$ cat src/rtl/spi_send_stream.sv
// Streams ready/valid words over LINES parallel SPI-style data lines.
// Generates DCLK and CS itself; back-to-back words share one CS-low burst.
module spi_send_stream #(
  parameter int unsigned DATA_WIDTH      = 8,
  parameter int unsigned LINES           = 4,
  parameter int unsigned DATA_CLK_PERIOD = 100,
  parameter bit          MSB_FIRST       = 1'b1,
  parameter int unsigned CS_GAP          = 50,
  parameter int unsigned STALL_TIMEOUT   = 1000
) (
  input  logic                  clk_in,
  input  logic                  rst_in,
  input  logic [DATA_WIDTH-1:0] data_in,
  input  logic                  data_last_in,
  input  logic                  data_valid_in,
  output logic                  data_ready_out,
  output logic [LINES-1:0]      chip_data_out,
  output logic                  chip_clk_out,
  output logic                  chip_sel_out,
  output logic                  busy_out,
  output logic                  word_done_out,
  output logic                  underrun_out
);
  localparam int unsigned BEATS = DATA_WIDTH / LINES;
  localparam int unsigned HALF  = DATA_CLK_PERIOD / 2;
  localparam int unsigned HW    = (HALF > 1) ? $clog2(HALF) : 1;
  localparam int unsigned BW    = (BEATS > 1) ? $clog2(BEATS) : 1;
  localparam int unsigned SW    = (STALL_TIMEOUT > 1) ? $clog2(STALL_TIMEOUT) : 1;
  localparam int unsigned GW    = (CS_GAP > 1) ? $clog2(CS_GAP) : 1;

  typedef enum logic [1:0] {IDLE, SHIFT, STALL, GAP} state_t;

  state_t                state_q, state_d;
  logic                  hold_full_q, hold_full_d;
  logic                  hold_last_q, hold_last_d;
  logic [DATA_WIDTH-1:0] hold_data_q, hold_data_d;
  logic [DATA_WIDTH-1:0] sh_q, sh_d;
  logic                  last_q, last_d;
  logic [BW-1:0]         beat_q, beat_d;
  logic [HW-1:0]         hcnt_q, hcnt_d;
  logic [SW-1:0]         scnt_q, scnt_d;
  logic [GW-1:0]         gcnt_q, gcnt_d;
  logic                  ready_d, dclk_d, cs_d, busy_d, done_d, undr_d;
  logic [LINES-1:0]      data_d;
  logic                  accept, load;

  // Beat presented first from a word, and the word with that beat consumed.
  function automatic logic [LINES-1:0] first_beat(input logic [DATA_WIDTH-1:0] w);
    if (MSB_FIRST) return w[DATA_WIDTH-1 -: LINES];
    else           return w[LINES-1:0];
  endfunction

  function automatic logic [DATA_WIDTH-1:0] advance(input logic [DATA_WIDTH-1:0] w);
    if (MSB_FIRST) return w << LINES;
    else           return w >> LINES;
  endfunction

  always_comb begin
    state_d = state_q;
    load    = 1'b0;
    sh_d    = sh_q;
    last_d  = last_q;
    beat_d  = beat_q;
    hcnt_d  = hcnt_q;
    scnt_d  = scnt_q;
    gcnt_d  = gcnt_q;
    dclk_d  = chip_clk_out;
    cs_d    = chip_sel_out;
    data_d  = chip_data_out;
    done_d  = 1'b0;
    undr_d  = 1'b0;
    accept  = data_valid_in & data_ready_out;

    case (state_q)
      IDLE: begin
        cs_d   = 1'b1;
        dclk_d = 1'b0;
        if (hold_full_q) begin
          load    = 1'b1;
          cs_d    = 1'b0;
          hcnt_d  = '0;
          state_d = SHIFT;
        end
      end
      SHIFT: begin
        if (hcnt_q == HW'(HALF - 1)) begin
          hcnt_d = '0;
          dclk_d = ~chip_clk_out;
          // Data only moves on the DCLK falling edge; the receiver samples on the rise.
          if (chip_clk_out) begin
            if (beat_q != BW'(BEATS - 1)) begin
              beat_d = beat_q + BW'(1);
              data_d = first_beat(sh_q);
              sh_d   = advance(sh_q);
            end else begin
              done_d = 1'b1;
              if (hold_full_q) begin
                load = 1'b1;
              end else if (last_q) begin
                cs_d    = 1'b1;
                data_d  = '0;
                gcnt_d  = '0;
                state_d = GAP;
              end else begin
                scnt_d  = '0;
                state_d = STALL;
              end
            end
          end
        end else begin
          hcnt_d = hcnt_q + HW'(1);
        end
      end
      STALL: begin
        if (hold_full_q) begin
          load    = 1'b1;
          hcnt_d  = '0;
          state_d = SHIFT;
        end else if (scnt_q == SW'(STALL_TIMEOUT - 1)) begin
          cs_d    = 1'b1;
          data_d  = '0;
          undr_d  = 1'b1;
          gcnt_d  = '0;
          state_d = GAP;
        end else begin
          scnt_d = scnt_q + SW'(1);
        end
      end
      GAP: begin
        if (gcnt_q == GW'(CS_GAP - 1)) state_d = IDLE;
        else                           gcnt_d  = gcnt_q + GW'(1);
      end
      default: state_d = IDLE;
    endcase

    if (load) begin
      sh_d   = advance(hold_data_q);
      data_d = first_beat(hold_data_q);
      last_d = hold_last_q;
      beat_d = '0;
    end

    // Accept and load are exclusive: accept needs the holding register empty, load needs it full.
    hold_full_d = accept ? 1'b1 : (load ? 1'b0 : hold_full_q);
    hold_data_d = accept ? data_in : hold_data_q;
    hold_last_d = accept ? data_last_in : hold_last_q;
    ready_d     = ~hold_full_d;
    busy_d      = (state_d != IDLE);
  end

  always_ff @(posedge clk_in or negedge rst_in) begin
    if (!rst_in) state_q <= IDLE;
    else         state_q <= state_d;
  end

  always_ff @(posedge clk_in or negedge rst_in) begin
    if (!rst_in) begin
      hold_full_q    <= 1'b0;
      hold_last_q    <= 1'b0;
      hold_data_q    <= '0;
      sh_q           <= '0;
      last_q         <= 1'b0;
      beat_q         <= '0;
      hcnt_q         <= '0;
      scnt_q         <= '0;
      gcnt_q         <= '0;
      data_ready_out <= 1'b0;
      chip_data_out  <= '0;
      chip_clk_out   <= 1'b0;
      chip_sel_out   <= 1'b1;
      busy_out       <= 1'b0;
      word_done_out  <= 1'b0;
      underrun_out   <= 1'b0;
    end else begin
      hold_full_q    <= hold_full_d;
      hold_last_q    <= hold_last_d;
      hold_data_q    <= hold_data_d;
      sh_q           <= sh_d;
      last_q         <= last_d;
      beat_q         <= beat_d;
      hcnt_q         <= hcnt_d;
      scnt_q         <= scnt_d;
      gcnt_q         <= gcnt_d;
      data_ready_out <= ready_d;
      chip_data_out  <= data_d;
      chip_clk_out   <= dclk_d;
      chip_sel_out   <= cs_d;
      busy_out       <= busy_d;
      word_done_out  <= done_d;
      underrun_out   <= undr_d;
    end
  end
endmodule
$ cat config.mk
export PLATFORM = sky130hd
export DESIGN_NAME = spi_send_stream
export DESIGN_NICKNAME = d
export VERILOG_FILES = /design/src/rtl/spi_send_stream.sv
export SDC_FILE = /design/constraint.sdc
export NUM_CORES = 1
export LEC_CHECK = 0
export CAP_MARGIN = 0
export CORE_UTILIZATION = 41
export CTS_CLUSTER_DIAMETER = 30
export DETAILED_ROUTE_END_ITERATION = 8
export PLACE_DENSITY_LB_ADDON = 0.15
export SETUP_SLACK_MARGIN = 0.05
export SLEW_MARGIN = 20
export SYNTH_ARGS = -nofsm -noshare
export SYNTH_HDL_FRONTEND = slang
export SYNTH_SLANG_ARGS = --single-unit
export TNS_END_PERCENT = 30
$ cat constraint.sdc
create_clock -name clk_in -period 1.8 [get_ports clk_in]
set_input_delay 0.36 -clock clk_in [delete_from_list [all_inputs] [get_ports clk_in]]
set_output_delay 0.36 -clock clk_in [all_outputs]
set_load 0.02 [all_outputs]
==> results of run 1 <==
[synthesized netlist by cell type, types with 7 or more instances]
library cell	count
o21ai_0	21
nand2_1	28
inv_1	12
dfrtp_1	49
mux2_2	9
xnor2_1	7
nand3_1	14
nor2_1	23
ha_1	9
buf_2	7
nor3_1	7
[state kept, by name, summed over array words and instances, names as in the netlist, 2 cells and up]
| signal | cells |
|---|---|
| hcnt_q | 6 |
| chip_data_out | 4 |
| state_q | 2 |
| hold_data_q | 8 |
| scnt_q | 10 |
| sh_q | 4 |
| gcnt_q | 6 |
[worst max-delay path, stage by stage, from the launching register on]
cell     delay, ps
dfrtp_1        390
inv_1           60
ha_2           170
and4b_1        230
buf_4          120
nand4_2        130
a211o_4        410
mux2_4         310
[timing repair]
action,4_1_cts,5_1_grt
setup endpoints to repair,27,35
resized for setup,22,30
pin swaps,17,18
gates cloned,1,0
buffers inserted,5,3
[worst paths after layout]
check	start	end	cells past startpoint
max	hcnt_q[1]	last_q	7
min	rst_in	scnt_q[9]	2
max reg2reg	hcnt_q[1]	last_q	7
min reg2reg	chip_sel_out	chip_sel_out	2
max in group asynchronous	rst_in	chip_sel_out	2
min in group clk_in	chip_sel_out	chip_sel_out	2
[power by group]
part | switching [mW] | leakage [nW] | internal, mW
registers | 0.0499 | 0.650 | 1.20
clock network | 0.399 | 0.0585 | 0.417
logic | 0.0628 | 1.00 | 0.0922
[layout by cell type (no fill, tap or decap), types with 7 or more instances in the layout]
| cell | netlist | routed |
|---|---|---|
| buf_4 | 0 | 56 |
| inv_1 | 12 | 10 |
| nand2_1 | 28 | 24 |
| o21ai_0 | 21 | 14 |
| mux2_2 | 9 | 9 |
| nor2_1 | 23 | 19 |
| dfrtp_1 | 49 | 48 |
| nand3_1 | 14 | 13 |
| clkdlybuf4s50_1 | 0 | 18 |
| xnor2_1 | 7 | 7 |
[cell type report]
type	count	area share, %
Sequential cell	50	32.3
Timing Repair Buffer	83	18.2
Tap cell	77	2.48
Clock buffer	5	1.77
Inverter	12	1.16
Clock inverter	3	1.13
Multi-Input combinational cell	200	42.9
[cells by family after synthesis]
kind of cell	after synthesis
AOI/OAI and AO/OA	66
and+or+nand+nor	107
DFF	50
muxes	10
adders and majority gates	9
xor gates and xnor gates	7
buffers and inverters	24
[through the flow]
step	area, um^2	hold slack, ps
after floorplan	2830	64.4
after global placement	3490	370
after detailed placement	3490	371
after CTS	3750	37.9
after global routing	3880	59.5
final	3880	25.2
[metal layers]
metal  up-vias  global-route usage [%]  part of all wire (%)
met5         -                       0                     0
met4         0                    4.86                  0.90
met3         6                    3.18                   2.3
li1       1166                       -                     -
met1      1093                    26.9                    47
met2        28                    33.9                    50
==> out/metrics.yaml, run 1 <==
maxCapViolations: 0
ant_nets: 0
synth_compound_area_share_pct: 17.4
crit_arrival_ps: 2110
min_period_ps: 1920
setup_tns_ps: -747
peakVddDrop_uv: 422
grtUsageTotal_pct: 20.0
syn_nets: 294
synthSimpleGateAreaFrac_pct: 22.1
criticalPathCategory: "flop to flop"
num_vias: 2293
yosys.area.top_type: "dfrtp_1"
nNetsFinal: 373
drt-initial-drc-count: 131
avgViaCountPerCell: 5.33
numCtsBuffers: 5
max_freq_mhz: 520
drive_gt1_share_pct: 38.2
root_buffer: "clkbuf_8"
regArea_um2: 1250
grt_antenna_before_repair: 0
p_leak_nw: 1.71
die_h_um: 83.2
ys_ff_latch: 50
multiInputGateArea_um2: 1670
antenna_cells: 0
cts_sinks: 50
fp.dieW_um: 83.2
reg2reg_slack_ps: -120
htree_num_levels: 2
portBuffers: 21
synth_xor_area_share_pct: 2.27
synth_top_area_share_pct: 45.3
final_cells: 430
utilization_pct: 61.1
fin_skew_ps: 2.69
required_ps: 1990
cts_tree: "built"
critPathMaxFanout: 5
netlist_area_um2: 2700
setup_viol: 12
grt_max_degree: 51
dp_slack_ps: -119
start_util_pct: 42.6
yosysSeqAreaShare_pct: 46.3
grt_remaining_overflow: 0
route.detailed.drc: 0
worst_pin_slew_ps: 423
total_power_mw: 2.22
synth_cells: 273
synth_top_family_by_area: "simple AND/OR/NAND/NOR gates"
startpoint_type: "flop"
place_congestion: 0.806
synth_fa_ha_area_share_pct: 4.16
powerDensity_nw_per_um2: 572
dr.pass1.iters: 4
final.fill_count: 538
synth_edf_count: 0
insertion_delay_ps: 300
wl_per_cell_um: 14.9
core-area_um2: 6350
num_rows: 29
violations: "negative setup slack"
placed_cells: 414
ys.warnings.count: 0
clockBufferDepth: 2
routed_wl_um: 6420
dpl.hpwl_um: 4500
status: "finished with violations"
synth-main-ff-cell: "dfrtp_1"
clk_pin_slew_ps: 100
rsz0062_at_grt: "yes"
synthTopCellsByArea: "dfrtp_1, ha_1, nand2_1"
syn_area_per_cell_um2: 9.90
holdBufCountCts: 0
synthMuxAreaShare_pct: 4.16
io-pin-count: 22
syn2layout_area_growth_pct: 43.5
hold_viol: 0
setup_slack_ps: -122
drv_slew: 0
cp-end-kind: "flop"
synthArstFlopShare_pct: 100
grt_pass1_vias: 2429
min_path_type: "input pin to async pin"
synth_cell_types: 48
grt_pass1_wl_um: 11400
slew_headroom_pct: 71.7
period_share_pct: 107
die_area_um2: 6920
No activity file was read; power rests on OpenSTA's default activity.
==> inputs of run 2 (changes only) <==
ABC_CLOCK_PERIOD_IN_PS = 1800   (was unset)
REMOVE_ABC_BUFFERS = 1   (was unset)
==> out/metrics.yaml, run 2 (synthesized netlist as in run 1, its figures left out) <==
routed_wl_um: 6420
setup_slack_ps: -155
root_buffer: "clkbuf_8"
criticalPathCategory: "flop to flop"
holdBufCountCts: 0
clk_pin_slew_ps: 100
total_power_mw: 2.37
min_path_type: "input pin to async pin"
largestRegisters: "scnt_q (10), hold_data_q (8)"
insertion_delay_ps: 310
drive_gt1_share_pct: 37.2
dp_slack_ps: -219
ant_nets: 0
cp-end-kind: "flop"
cts_sinks: 50
maxCapViolations: 0
dpl.hpwl_um: 4530
critPathMaxStageDelay_ps: 490
avgViaCountPerCell: 5.36
worst_pin_slew_ps: 548
grt_remaining_overflow: 0
peakVddDrop_uv: 523
hold_viol: 0
start_util_pct: 42.6
portBuffers: 21
largest_reg_flops: 10
p_leak_nw: 1.77
crit_arrival_ps: 2200
path_buf_inv: 2
layout_common_cells: "buf_4, dfrtp_1, nand2_1"
die_area_um2: 6920
cts_tree: "built"
htree_num_levels: 2
status: "finished with violations"
syn2layout_area_growth_pct: 45.8
violations: "negative setup slack"
startpoint_type: "flop"
num_vias: 2375
required_ps: 2050
fin_area_um2: 3940
crit_family: "simple AND/OR/NAND/NOR gates"
min_period_ps: 1950
critPathMaxFanout: 4
fp.dieW_um: 83.2
utilization_pct: 62.1
num_rows: 29
slew_headroom_pct: 63.5
drt-initial-drc-count: 72
core-area_um2: 6350
regMostFlops: "scnt_q"
clockBufferDepth: 2
max_freq_mhz: 512
grtUsageTotal_pct: 19.7
numCtsBuffers: 5
startpoint: "hcnt_q[1]"
grt_pass1_vias: 2442
dr.pass1.iters: 4
slowest_stage: "or4b_1"
grt_max_degree: 29
drv_slew: 0
grt_pass1_wl_um: 11100
setup_viol: 20
die_h_um: 83.2
powerDensity_nw_per_um2: 601
path_cells: "inv_1 > ha_2 > and4b_1 > a41o_1 > nand4_1 > buf_6 > or4b_1 > nand3_1"
r2r-start: "hcnt_q[1]"
route.detailed.drc: 0
wl_per_cell_um: 14.5
rsz0062_at_grt: "yes"
fin_skew_ps: 12.3
grt_antenna_before_repair: 0
nNetsFinal: 386
antenna_cells: 0
period_share_pct: 109
place_area_um2: 3460
final_common_cell: "buf_4"
place_congestion: 0.810
io-pin-count: 22
run 2: changes by cell type in the layout (fill, tap and decap cells not counted), sizes merged:
| cell | previous run | this run |
|---|---|---|
| a211o | 3 | 2 |
| bufinv | 1 | 2 |
| dlygate4sd2 | 2 | 0 |
| dlymetal6s2s | 0 | 2 |
| buf | 63 | 77 |
| inv | 13 | 12 |
run 2: final timing paths:
kind | cells past startpoint | end | slack (ps)
min in group clk_in | 2 | chip_sel_out | 500
max in group asynchronous | 2 | hcnt_q[0] | 1220
worst min-delay path | 1 | scnt_q[0] | 20
worst max-delay path | 8 | gcnt_q[3] | -150
worst max register to register | 8 | gcnt_q[3] | -150
worst min register to register | 2 | chip_sel_out | 500
run 2: repair_timing:
action,CTS,global route
setup buffers,10,2
pin swaps,11,17
gates resized for setup,23,32
endpoints found under the setup margin,34,39
hold endpoints to repair,0,0
run 2: report_power, final:
part	total [mW]	switching, mW	leakage [nW]	internal, mW
clock	0.960	0.403	0.0683	0.557
sequential	1.25	0.0481	0.650	1.20
combinational	0.159	0.0642	1.06	0.0948
run 2: area by class of cell:
type	count	area, um^2
fill	557	2410
multi-input combinational	199	1600
sequential	50	1250
timing repair buffer	97	813
tap	77	96.3
clock buffer	5	68.8
clock inverter	3	68.8
inverter	12	45.0
run 2: stage by stage:
stage,hold slack (ps),TNS [ps],instances
after floorplan,64.4,-4700,261
after global placement,372,-2760,423
after detailed placement,381,-2640,423
after CTS,34.4,-1300,441
after global routing,63.0,-3690,443
final,19.9,-1190,443
run 2: routing by layer:
| metal | GRT usage, % | part of all wire, % | vias up |
|---|---|---|---|
| met1 | 25.0 | 47 | 1169 |
| met5 | 0 | 0 | - |
| met2 | 34.2 | 50 | 23 |
| met4 | 5.80 | 1.6 | 0 |
| met3 | 3.38 | 1.9 | 8 |
| li1 | - | - | 1175 |
==> inputs of run 3 (changes only) <==
SLEW_MARGIN = 5   (was 20)
==> results of run 3 <==
Same layout as run 2: the final DEF is identical, and so are final timing and power.
